`src/rtl/picomem_host_master_pkg.sv`:
```
// Shared types and constants for the picorv32 host-link bus master.
// Opcodes, default response bytes and the frame FSM state encoding.
package picomem_host_pkg;

  localparam logic [3:0] OP_READ  = 4'h1;
  localparam logic [3:0] OP_WRITE = 4'h2;

  localparam logic [7:0] ACK_DEF = 8'hAA;
  localparam logic [7:0] ERR_DEF = 8'hEE;

  typedef enum logic [2:0] {
    S_OP,
    S_ADDR,
    S_DATA,
    S_BUS,
    S_RESP
  } state_t;

  // A write opcode with a zero strobe nibble means a full-word write
  function automatic logic [3:0] wr_strb(input logic [3:0] f);
    return (f == 4'h0) ? 4'hF : f;
  endfunction

endpackage

```
`src/rtl/picomem_host_master_if.sv`:
```
// Host byte link plus picorv32 native memory bus, seen from the master.
// The slave modport is the host FIFO and memory responder side.
interface picomem_host_master_if;

  logic [7:0]  rx_data;
  logic        rx_valid;
  logic        rx_ready;
  logic [7:0]  tx_data;
  logic        tx_valid;
  logic        tx_ready;
  logic        mem_valid;
  logic        mem_instr;
  logic        mem_ready;
  logic [31:0] mem_addr;
  logic [31:0] mem_wdata;
  logic [3:0]  mem_wstrb;
  logic [31:0] mem_rdata;

  modport master (
    input  rx_data, rx_valid, tx_ready,
    input  mem_ready, mem_rdata,
    output rx_ready, tx_data, tx_valid,
    output mem_valid, mem_instr,
    output mem_addr, mem_wdata, mem_wstrb
  );

  modport slave (
    output rx_data, rx_valid, tx_ready,
    output mem_ready, mem_rdata,
    input  rx_ready, tx_data, tx_valid,
    input  mem_valid, mem_instr,
    input  mem_addr, mem_wdata, mem_wstrb
  );

endinterface

```
`src/rtl/picomem_host_master_byte_shift.sv`:
```
// 32-bit little-endian byte shifter: bytes enter at the top and
// leave from the bottom, so both directions are LSB first.
module picomem_byte_shift (
  input  logic        clk,
  input  logic        reset,
  input  logic        i_load,
  input  logic [31:0] i_load_data,
  input  logic        i_shift_in,
  input  logic [7:0]  i_byte,
  input  logic        i_shift_out,
  output logic [31:0] o_word,
  output logic [7:0]  o_byte
);

  logic [31:0] r_word;

  always_ff @(posedge clk or posedge reset) begin
    if (reset) begin
      r_word <= '0;
    end else if (i_load) begin
      r_word <= i_load_data;
    end else if (i_shift_in) begin
      r_word <= {i_byte, r_word[31:8]};
    end else if (i_shift_out) begin
      r_word <= {8'h00, r_word[31:8]};
    end
  end

  assign o_word = r_word;
  assign o_byte = r_word[7:0];

endmodule

```
`src/rtl/picomem_host_master.sv`:
```
// Turns host command frames into single-word picorv32 bus transfers
// and streams the read data, ACK or ERR byte back to the host.
module picomem_host_master
  import picomem_host_pkg::*;
#(
  parameter logic [7:0] TIMEOUT  = 8'd255,
  parameter logic [7:0] ACK_BYTE = ACK_DEF,
  parameter logic [7:0] ERR_BYTE = ERR_DEF
) (
  input  logic clk,
  input  logic reset,
  picomem_host_master_if.master bus,
  output logic busy,
  output logic timeout_flag
);

  state_t      r_state, w_next;
  logic [1:0]  r_cnt, r_last;
  logic [7:0]  r_tcnt;
  logic        r_rd, r_tflag;
  logic [3:0]  r_strb, r_wstrb;
  logic [31:0] r_addr, r_wdata;

  logic        w_rx_fire, w_tx_fire;
  logic        w_op_rd, w_op_wr;
  logic        w_tout;
  logic [7:0]  w_tnext;
  logic        w_in_clr, w_in_sh;
  logic        w_addr_cap, w_data_cap;
  logic        w_rsp_ld, w_tx_sh, w_tout_hit;
  logic [31:0] w_rsp_word;
  logic [1:0]  w_rsp_last;
  logic [31:0] w_in_word, w_out_word;
  logic [7:0]  w_in_byte, w_out_byte;
  logic        w_unused;

  assign w_rx_fire = bus.rx_valid & bus.rx_ready;
  assign w_tx_fire = bus.tx_valid & bus.tx_ready;
  assign w_op_rd   = (bus.rx_data[3:0] == OP_READ);
  assign w_op_wr   = (bus.rx_data[3:0] == OP_WRITE);
  assign w_tnext   = r_tcnt + 8'd1;
  assign w_tout    = (w_tnext == TIMEOUT);

  always_ff @(posedge clk or posedge reset) begin
    if (reset) r_state <= S_OP;
    else       r_state <= w_next;
  end

  always_comb begin
    w_next     = r_state;
    w_in_clr   = 1'b0;
    w_in_sh    = 1'b0;
    w_addr_cap = 1'b0;
    w_data_cap = 1'b0;
    w_rsp_ld   = 1'b0;
    w_rsp_word = 32'h0;
    w_rsp_last = 2'd0;
    w_tx_sh    = 1'b0;
    w_tout_hit = 1'b0;
    unique case (r_state)
      S_OP: begin
        if (w_rx_fire) begin
          if (w_op_rd || w_op_wr) begin
            w_next   = S_ADDR;
            w_in_clr = 1'b1;
          end else begin
            w_next     = S_RESP;
            w_rsp_ld   = 1'b1;
            w_rsp_word = {24'h0, ERR_BYTE};
          end
        end
      end
      S_ADDR: begin
        if (w_rx_fire) begin
          w_in_sh = 1'b1;
          if (r_cnt == 2'd3) begin
            w_addr_cap = 1'b1;
            w_next     = r_rd ? S_BUS : S_DATA;
          end
        end
      end
      S_DATA: begin
        if (w_rx_fire) begin
          w_in_sh = 1'b1;
          if (r_cnt == 2'd3) begin
            w_data_cap = 1'b1;
            w_next     = S_BUS;
          end
        end
      end
      S_BUS: begin
        // A ready on the terminal count still completes the transfer
        if (bus.mem_ready) begin
          w_next     = S_RESP;
          w_rsp_ld   = 1'b1;
          w_rsp_word = r_rd ? bus.mem_rdata : {24'h0, ACK_BYTE};
          w_rsp_last = r_rd ? 2'd3 : 2'd0;
        end else if (w_tout) begin
          w_next     = S_RESP;
          w_rsp_ld   = 1'b1;
          w_rsp_word = {24'h0, ERR_BYTE};
          w_tout_hit = 1'b1;
        end
      end
      S_RESP: begin
        if (w_tx_fire) begin
          if (r_cnt == r_last) w_next = S_OP;
          else                 w_tx_sh = 1'b1;
        end
      end
      default: w_next = S_OP;
    endcase
  end

  always_ff @(posedge clk or posedge reset) begin
    if (reset) begin
      r_cnt   <= '0;
      r_last  <= '0;
      r_tcnt  <= '0;
      r_rd    <= 1'b0;
      r_strb  <= '0;
      r_addr  <= '0;
      r_wdata <= '0;
      r_wstrb <= '0;
      r_tflag <= 1'b0;
    end else begin
      if (w_next != r_state)      r_cnt <= '0;
      else if (w_in_sh || w_tx_sh) r_cnt <= r_cnt + 2'd1;
      if (r_state != S_BUS) r_tcnt <= '0;
      else                  r_tcnt <= w_tnext;
      if (w_in_clr) begin
        r_rd   <= w_op_rd;
        r_strb <= w_op_rd ? 4'h0 : wr_strb(bus.rx_data[7:4]);
      end
      if (w_addr_cap) begin
        r_addr  <= {bus.rx_data, w_in_word[31:10], 2'b00};
        r_wstrb <= r_strb;
      end
      if (w_data_cap) r_wdata <= {bus.rx_data, w_in_word[31:8]};
      if (w_rsp_ld)   r_last  <= w_rsp_last;
      if (w_tout_hit) r_tflag <= 1'b1;
    end
  end

  picomem_byte_shift u_in_shift (
    .clk        (clk),
    .reset      (reset),
    .i_load     (w_in_clr),
    .i_load_data(32'h0),
    .i_shift_in (w_in_sh),
    .i_byte     (bus.rx_data),
    .i_shift_out(1'b0),
    .o_word     (w_in_word),
    .o_byte     (w_in_byte)
  );

  picomem_byte_shift u_out_shift (
    .clk        (clk),
    .reset      (reset),
    .i_load     (w_rsp_ld),
    .i_load_data(w_rsp_word),
    .i_shift_in (1'b0),
    .i_byte     (8'h00),
    .i_shift_out(w_tx_sh),
    .o_word     (w_out_word),
    .o_byte     (w_out_byte)
  );

  assign w_unused = ^{w_in_word[7:0], w_in_byte, w_out_word};

  assign bus.rx_ready  = ~reset & ((r_state == S_OP) |
                                   (r_state == S_ADDR) |
                                   (r_state == S_DATA));
  assign bus.tx_valid  = (r_state == S_RESP);
  assign bus.tx_data   = w_out_byte;
  assign bus.mem_valid = (r_state == S_BUS);
  assign bus.mem_instr = 1'b0;
  assign bus.mem_addr  = r_addr;
  assign bus.mem_wdata = r_wdata;
  assign bus.mem_wstrb = r_wstrb;
  assign busy          = (r_state != S_OP);
  assign timeout_flag  = r_tflag;

endmodule

```
`src/flat_wrapper.sv`:
```
// flat-port wrapper written by rule: the top's interface ports become plain ports
module picomem_host_master_flat import picomem_host_pkg::*;
#(
  parameter logic [7:0] TIMEOUT  = 8'd255,
  parameter logic [7:0] ACK_BYTE = ACK_DEF,
  parameter logic [7:0] ERR_BYTE = ERR_DEF
)
  (clk, reset, busy, timeout_flag, bus_rx_data, bus_rx_valid, bus_tx_ready, bus_mem_ready, bus_mem_rdata, bus_rx_ready, bus_tx_data, bus_tx_valid, bus_mem_valid, bus_mem_instr, bus_mem_addr, bus_mem_wdata, bus_mem_wstrb);
  picomem_host_master_if bus_i ();
  input  logic clk;
  input  logic reset;
  output logic busy;
  output logic timeout_flag;
  input wire logic [$bits(bus_i.rx_data)-1:0] bus_rx_data;
  input wire logic [$bits(bus_i.rx_valid)-1:0] bus_rx_valid;
  input wire logic [$bits(bus_i.tx_ready)-1:0] bus_tx_ready;
  input wire logic [$bits(bus_i.mem_ready)-1:0] bus_mem_ready;
  input wire logic [$bits(bus_i.mem_rdata)-1:0] bus_mem_rdata;
  output wire logic [$bits(bus_i.rx_ready)-1:0] bus_rx_ready;
  output wire logic [$bits(bus_i.tx_data)-1:0] bus_tx_data;
  output wire logic [$bits(bus_i.tx_valid)-1:0] bus_tx_valid;
  output wire logic [$bits(bus_i.mem_valid)-1:0] bus_mem_valid;
  output wire logic [$bits(bus_i.mem_instr)-1:0] bus_mem_instr;
  output wire logic [$bits(bus_i.mem_addr)-1:0] bus_mem_addr;
  output wire logic [$bits(bus_i.mem_wdata)-1:0] bus_mem_wdata;
  output wire logic [$bits(bus_i.mem_wstrb)-1:0] bus_mem_wstrb;
  assign bus_i.rx_data = bus_rx_data;
  assign bus_i.rx_valid = bus_rx_valid;
  assign bus_i.tx_ready = bus_tx_ready;
  assign bus_i.mem_ready = bus_mem_ready;
  assign bus_i.mem_rdata = bus_mem_rdata;
  assign bus_rx_ready = bus_i.rx_ready;
  assign bus_tx_data = bus_i.tx_data;
  assign bus_tx_valid = bus_i.tx_valid;
  assign bus_mem_valid = bus_i.mem_valid;
  assign bus_mem_instr = bus_i.mem_instr;
  assign bus_mem_addr = bus_i.mem_addr;
  assign bus_mem_wdata = bus_i.mem_wdata;
  assign bus_mem_wstrb = bus_i.mem_wstrb;
  picomem_host_master #(.TIMEOUT(TIMEOUT), .ACK_BYTE(ACK_BYTE), .ERR_BYTE(ERR_BYTE)) u_core (.clk(clk), .reset(reset), .bus(bus_i), .busy(busy), .timeout_flag(timeout_flag));
endmodule
```
`config.mk`:
```
export PLATFORM = sky130hd
export DESIGN_NAME = picomem_host_master_flat
export DESIGN_NICKNAME = d
export VERILOG_FILES = /design/src/rtl/picomem_host_master_pkg.sv /design/src/rtl/picomem_host_master_if.sv /design/src/rtl/picomem_host_master_byte_shift.sv /design/src/rtl/picomem_host_master.sv /design/src/flat_wrapper.sv
export SDC_FILE = /design/constraint.sdc
export NUM_CORES = 1
export LEC_CHECK = 0
export BUFFER_PORTS_ARGS = -buffer_cell sky130_fd_sc_hd__buf_4
export CAP_MARGIN = 20
export CORE_AREA = 10 10 110 151
export CTS_CLUSTER_DIAMETER = 30
export DETAILED_ROUTE_END_ITERATION = 6
export DIE_AREA = 0 0 120 161
export PLACE_DENSITY = 0.69
export SKIP_LAST_GASP = 1
export SLEW_MARGIN = 10
export SYNTH_ARGS = -nofsm -noshare
export SYNTH_HDL_FRONTEND = slang
export SYNTH_SLANG_ARGS = --single-unit
```
`constraint.sdc`:
```
create_clock -name clk -period 3.65 [get_ports clk]
set_input_delay 0.1825 -clock clk [delete_from_list [all_inputs] [get_ports clk]]
set_output_delay 0.1825 -clock clk [all_outputs]
set_load 0.03 [all_outputs]
```
* After elaboration in Yosys (flattened, before gate mapping)
Cells that the tools add are included.
** Cells by class
- Add/sub/neg operators :: 2
- Mux-type cells :: 49
- Reduce and logical (&&, ||, !) cells :: 9
- Equal/unequal tests :: 11
- Bitwise gates (word level) :: 6
** Operators by type and width (count)
- $mux 32 :: 7
- $pmux 32 s2 :: 1
- $mux 3 :: 10
- $mux 8 :: 3
- $mux 1 :: 19
- $pmux 3 s5 :: 1
- $mux 2 :: 5
- $add 8x1->8 const B :: 1
- $eq 8x8->1 const B :: 1
- $mux 4 :: 2
- $eq 3x2->1 const B :: 2
- $reduce_bool 2->1 :: 3
- $eq 4x1->1 const B :: 1
- $eq 4x2->1 const B :: 1
- $logic_not 4->1 :: 1
- $and 1x1->1 :: 3
- $eq 3x1->1 const B :: 1
- $eq 3x3->1 const B :: 1
- $logic_not 3->1 :: 1
- $ne 3x2->1 const B :: 1
- $ne 3x3->1 :: 1
- $reduce_bool 3->1 :: 1
- $add 2x1->2 const B :: 1
- $eq 2x2->1 :: 1
- other kinds (6) :: 8
** Storage, ports and cells
- Output and inout bits :: 82
- Register bits :: 151

* Depth between registers and ports, before layout
- Word-level depth :: 10
- Mapped depth :: 9

* Hierarchy
Synthesis repeated with hierarchy kept, for this count alone.
** Unflattened totals
- Cells, all modules :: 644
- Area, all modules :: 7582.3 sq um
** By module, submodules not included
- picomem_host_master :: instances 1, area each 4038.9 sq um, cells each 312
- picomem_byte_shift :: instances 2, area each 1771.7 sq um, cells each 166

* Worst setup path after synthesis
No wires, ideal clock.
- Path type :: flip-flop to flip-flop
- Start :: register u_core.r_state[1]
- End :: register u_core.u_out_shift.r_word[24] (netlist: u_core.u_out_shift.o_word[24])
- Cell stages (with the launch flop) :: 7
- Library setup time :: 121 ps
- Period minus slack after synthesis :: 2296 ps
- Path slack :: 1354 ps
- Arrival time :: 2175 ps
- Path buffers :: 2
- Path through :: dfrtp_1 > nor3b_1 > and4_4 > buf_6 > nor3_1 > buf_2 > a22o_1
** Between the ends
- Elaborated cells on any way between the ends :: 17
- Those cells by class :: eq/ne: 4; mux: 6; bitwise: 5; reduce/logical: 2
** RTL lines
- start: declaration :: line picomem_host_master.sv:17 : state_t r_state, w_next;
- start signal: assignment :: line picomem_host_master.sv:46 : else r_state <= w_next;
- $eq 3x3->1 * :: line picomem_host_master.sv:174 : assign bus.tx_valid = (r_state == S_RESP);
- net bus_tx_valid :: line flat_wrapper.sv:21 : output wire logic [$bits(bus_i.tx_valid)-1:0] bus_tx_valid;
- $and 1x1->1 :: line picomem_host_master.sv:38 : assign w_tx_fire = bus.tx_valid & bus.tx_ready;
- $mux 1 :: line picomem_host_master.sv:106 : if (w_tx_fire) begin
- $mux 1 * :: line picomem_host_master.sv:60 : unique case (r_state)
- $reduce_bool 2->1 (no source line) *
- end signal: assignment :: line picomem_host_master_byte_shift.sv:21 : r_word <= i_load_data;
- end signal: assignment :: line picomem_host_master_byte_shift.sv:23 : r_word <= {i_byte, r_word[31:8]};
- end signal: assignment :: line picomem_host_master_byte_shift.sv:25 : r_word <= {8'h00, r_word[31:8]};
- end: declaration :: line picomem_host_master_byte_shift.sv:15 : logic [31:0] r_word;
The timed path passes the listed nets; every way through them passes the cells marked *.
A chain may end at the register's enable or synchronous reset.

* Final worst setup path
- Start :: register u_core.r_state[2]
- End :: register u_core.r_cnt[0]
** Between the ends
- Cells in the longest elaborated chain, start to end :: 9
- Elaborated cells on any way between the ends :: 29
- Those cells by class :: eq/ne: 5; mux: 15; bitwise: 5; reduce/logical: 4
** RTL lines
- $eq 3x1->1 or $logic_not 3->1 (tied branches) :: line picomem_host_master.sv:60, picomem_host_master.sv:172, picomem_host_master.sv:171
- $or 1x1->1 :: line picomem_host_master.sv:171 : assign bus.rx_ready = ~reset & ((r_state == S_OP) |
- $or 1x1->1 :: line picomem_host_master.sv:172 : (r_state == S_ADDR) |
- $and 1x1->1 :: line picomem_host_master.sv:171
- $and 1x1->1 :: line picomem_host_master.sv:37 : assign w_rx_fire = bus.rx_valid & bus.rx_ready;
- $mux 3 (tied with other cells) :: line picomem_host_master.sv:83 : if (w_rx_fire) begin
- $pmux 3 s5 or $mux 1 (tied branches)
- $ne 3x3->1 or $logic_or 1x1->1 (tied branches) :: line picomem_host_master.sv:127, picomem_host_master.sv:128
- $mux 2 or $reduce_bool 2->1 (tied branches)
- end signal: assignment :: line picomem_host_master.sv:128 : else if (w_in_sh || w_tx_sh) r_cnt <= r_cnt + 2'd1;
- end: declaration :: line picomem_host_master.sv:18 : logic [1:0] r_cnt, r_last;
Several ways; a longest one is shown, not always the timed one.

==> metrics.json <==
{
  "logic_synthesis": {
    "post_synth_inst_count": 527,
    "synth_edf_count": 0,
    "synth_area_mm2": 0.006121,
    "synthDominantAreaCellType": "sky130_fd_sc_hd__dfrtp_1",
    "synth_area_leaders": "sky130_fd_sc_hd__dfrtp_1 58%, sky130_fd_sc_hd__mux2_2 12%, sky130_fd_sc_hd__nand2_1 4.8%",
    "proportion_of_register_bits_with_asynchronous_set_or_reset_after_synthesis_pct": 100.0,
    "post_synth.cell_area_avg_um2": 11.61,
    "synth.yosys.warnings": 0,
    "netlist-cell-type-count": 55,
    "commonest_register_cell_after_synthesis": "sky130_fd_sc_hd__dfrtp_1",
    "ys_seq_area_share_pct": 58.05,
    "yosys_register_bits": 142,
    "synth_top_area_share_pct": 58.05
  },
  "critical_path": {
    "critical_path_arrival_ns": 2.97,
    "setup.worst_path.class": "flop to flop",
    "timing.critical_path.max_delay_family": "simple AND/OR/NAND/NOR gates",
    "crit_path_start_kind": "flop",
    "worstPathCellList": "nor3b_1 -> nand4_1 -> nand2_1 -> xor2_1 -> and2_1",
    "slowest_delay_ns": 0.82,
    "end_kind": "flop",
    "critical_path.max_fanout": 21,
    "critical_path_buf_inv_count": 0,
    "worstPathRequired_ns": 3.99,
    "crit_slowest_cell": "sky130_fd_sc_hd__nand4_1"
  },
  "pwr": {
    "clkPwrFrac_pct": 39.8,
    "power.share.combinational_pct": 14.2,
    "p_seq_share_pct": 46.0,
    "total_leakage_power_uw": 0.003869,
    "vdd_ir_drop_max_mv": 0.3383,
    "cellPowerDensity_mw_per_mm2": 557.4,
    "switching_power_summed_over_all_nets_uw": 1190,
    "internal-power_uw": 3151,
    "p_sw_share_pct": 27.41
  },
  "routing": {
    "vias": 4382,
    "drt_first_pass_iters": 4,
    "drtAntennaViolNets": 0,
    "route.detailed.vias_per_inst": 5.217,
    "drt_iter0_markers": 247,
    "totalWireLength_um": 14820,
    "wire_length_per_cell_um": 17.65,
    "drc_errors": 0
  },
  "clock_network": {
    "cts.sink_count": 142,
    "cts_root_buf": "sky130_fd_sc_hd__clkbuf_16",
    "cts_tree": "done",
    "clk_latency_ns": 0.41,
    "clk_pin_slew_ns": 0.06,
    "cts_inserted_buffers": 17,
    "cts.repair_timing.setup_buffer_count": 0,
    "clock_tree.buffer_depth": 2,
    "ctsHtreeMaxLevel": 4
  },
  "sta": {
    "setup_total_negative_slack_ns": 0,
    "grt_setup_unrepaired": "false",
    "clock_skew_ns": 0.01568,
    "finalCritPeriodShare_pct": 72.14,
    "max_freq_ghz": 0.3798,
    "timing.final.hold_violations": 0,
    "maxSlewHeadroom_pct": 32.63,
    "final_max_slew_viols": 0,
    "layout_min_cycle_time_ns": 2.633,
    "worst_slew_pin_slew_ns": 1.010,
    "setup_viol": 0
  },
  "floorplan": {
    "design.core.area_mm2": 0.01385,
    "pin_count": 127,
    "starting_utilization_of_the_core_area_pct": 44.20,
    "die-height_um": 161,
    "die_area_mm2": 0.01932,
    "std_cell_rows": 51,
    "fp.dieW_um": 120
  },
  "layout": {
    "drive_gt1_share_pct": 36.18,
    "fillCellCount": 1195,
    "flow.area_growth_from_synthesis_pct": 27.23,
    "final_area_mm2": 0.007787,
    "num-nets-final": 691,
    "insertedDiodeCount": 0,
    "layout.cells.non_filler": 840
  },
  "grt": {
    "antenna_found_initial": 0,
    "grt.overflow.total": 0,
    "grt_start_max_net_pins": 64,
    "via_count_of_the_first_global_routing_pass": 4750,
    "grtUsageTotal_pct": 15.47,
    "grt_pass1_wl_um": 24070
  },
  "status": {
    "run_status": "finished, final reports clean"
  },
  "placed_design": {
    "place.port_buffers": 123,
    "place_area_mm2": 0.007113,
    "hpwl_um": 10530,
    "place.detailed.instances": 801,
    "globalplace.congestion": 0.7878
  },
  "hold_path": {
    "timing.hold.worst.class": "input pin to asynchronous set/reset pin"
  },
  "run": {
    "max_cap_violations": 0
  }
}
final timing paths:
check	start	end	slack, ns	depth (start not counted)
hold reg to reg	u_core.timeout_flag	u_core.timeout_flag	0.47	1
max in group asynchronous	reset	u_core.r_tcnt[5]	2.68	3
setup / recovery	u_core.r_state[2]	u_core.r_cnt[0]	1.02	5
hold / removal	reset	u_core.r_state[1]	0.02	2
setup reg to reg	u_core.r_state[2]	u_core.r_cnt[0]	1.02	5
min in group clk	bus_rx_data[3]	u_core.bus.mem_addr[27]	0.04	2
sequential cells by signal, summed over array words and instances (netlist names):
name                       count
u_core.r_tcnt                  8
u_core.r_last                  1
u_core.timeout_flag            1
u_core.bus.mem_addr           30
u_core.bus.mem_wdata          32
u_core.r_cnt                   2
u_core.r_state                 3
u_core.r_rd                    1
u_core.bus.mem_wstrb           4
u_core.u_out_shift.o_word     32
u_core.u_in_shift.o_word      24
u_core.r_strb                  4
cell usage in the layout, fill, tap and decap left out, types with 2 or more instances in the layout:
| cell type | netlist | layout |
|---|---|---|
| sky130_fd_sc_hd__dfrtp_1 | 142 | 142 |
| sky130_fd_sc_hd__buf_4 | 12 | 129 |
| sky130_fd_sc_hd__nand2_1 | 78 | 78 |
| sky130_fd_sc_hd__mux2_2 | 66 | 66 |
| sky130_fd_sc_hd__nor2_1 | 37 | 37 |
| sky130_fd_sc_hd__a21oi_1 | 27 | 27 |
| sky130_fd_sc_hd__o31ai_1 | 22 | 22 |
| sky130_fd_sc_hd__o21a_1 | 18 | 18 |
| sky130_fd_sc_hd__clkbuf_16 | 0 | 17 |
| sky130_fd_sc_hd__nand3_1 | 9 | 9 |
| sky130_fd_sc_hd__a22o_1 | 8 | 8 |
| sky130_fd_sc_hd__dlygate4sd3_1 | 0 | 8 |
| sky130_fd_sc_hd__xor2_1 | 5 | 5 |
| sky130_fd_sc_hd__a211oi_1 | 5 | 5 |
| sky130_fd_sc_hd__xnor2_1 | 4 | 4 |
| sky130_fd_sc_hd__or3_1 | 4 | 4 |
| sky130_fd_sc_hd__inv_1 | 5 | 4 |
| sky130_fd_sc_hd__o21ai_0 | 4 | 4 |
| sky130_fd_sc_hd__o2bb2ai_1 | 4 | 4 |
| sky130_fd_sc_hd__clkinv_2 | 0 | 4 |
| sky130_fd_sc_hd__clkinvlp_4 | 0 | 3 |
| sky130_fd_sc_hd__ha_1 | 3 | 3 |
| sky130_fd_sc_hd__conb_1 | 1 | 3 |
| sky130_fd_sc_hd__clkinv_4 | 0 | 3 |
| sky130_fd_sc_hd__bufinv_16 | 0 | 3 |
| sky130_fd_sc_hd__nor2b_1 | 2 | 2 |
| sky130_fd_sc_hd__nor3_2 | 2 | 2 |
| sky130_fd_sc_hd__nor3_4 | 1 | 2 |
| sky130_fd_sc_hd__nor3b_1 | 2 | 2 |
| sky130_fd_sc_hd__and2_1 | 2 | 2 |
| sky130_fd_sc_hd__nor3_1 | 3 | 2 |
| sky130_fd_sc_hd__a21boi_0 | 2 | 2 |
| sky130_fd_sc_hd__o211ai_1 | 2 | 2 |
| sky130_fd_sc_hd__a21o_1 | 2 | 2 |
| sky130_fd_sc_hd__nor4_1 | 2 | 2 |
| sky130_fd_sc_hd__and3_1 | 2 | 2 |
| sky130_fd_sc_hd__inv_6 | 0 | 2 |
per-layer routing:
layer  vias to the layer above  GRT usage [%]  share of wire, %
met5                         -              0                 0
met4                         0          5.116               1.2
met3                        14          5.094               5.7
met2                       122          27.91                54
met1                      2168          16.48                39
li1                       2078              -                 -
cell usage after synthesis (all sizes together) (5+ instances only):
library cell,n
inv,5
a211oi,5
buf,32
nand2,79
dfrtp,142
a22o,8
a21oi,27
nor3,6
nor2,37
mux2,66
or3,5
xor2,5
nand3,9
clkbuf,11
o21a,18
o31ai,22
per-stage QoR:
step	utilization [%]	hold WS [ns]	setup WS [ns]	power [uW]
floorplan	-	0.3132	1.354	2435
global placement	51.37	0.4086	1.094	2600
detailed placement	51.37	0.4100	1.079	2637
CTS	56.24	0.02999	1.062	4386
global route	56.24	0.03322	0.8360	4536
finish	56.24	0.01706	1.017	4341
area by class of cell:
cell class / instances / area [um2] / share of cell area, %
timing repair buffer: 138 / 1069 / 13.72
sequential: 142 / 3553 / 45.63
inverter: 5 / 22.52 / 0.2892
multi-input combinational: 339 / 2317 / 29.76
tap: 185 / 231.5 / 2.972
clock inverter: 14 / 168.9 / 2.169
clock buffer: 17 / 425.4 / 5.463
power by group through the flow:
stage | registers [uW] | logic (uW) | clock network [uW]
global placement | 2010 | 594 | 0
floorplan | 1940 | 500 | 0
CTS | 2000 | 625 | 1760
global route | 2020 | 676 | 1840
detailed placement | 2020 | 614 | 0
finish | 2000 | 614 | 1730
what timing repair did:
item                                   CTS  global route
endpoints found under the hold margin    8             0
setup endpoints to repair                0             0
resized for setup                        0             0
hold buffers                             8             0
cells by family (layout without fill, tap and decap cells):
group | after synthesis | after routing | synth area share, %
adder cells (fa/ha/maj) | 3 | 3 | 0.6133
flip-flops | 142 | 142 | 58.05
XOR/XNOR | 9 | 9 | 1.288
other | 1 | 3 | 0.06127
AND/OR/NAND/NOR | 153 | 153 | 11.32
multiplexers | 67 | 67 | 12.31
buffers and inverters | 48 | 174 | 4.395
AO/OA/AOI/OAI | 104 | 104 | 11.96
Note: power is estimated with default switching activity, not from simulation.
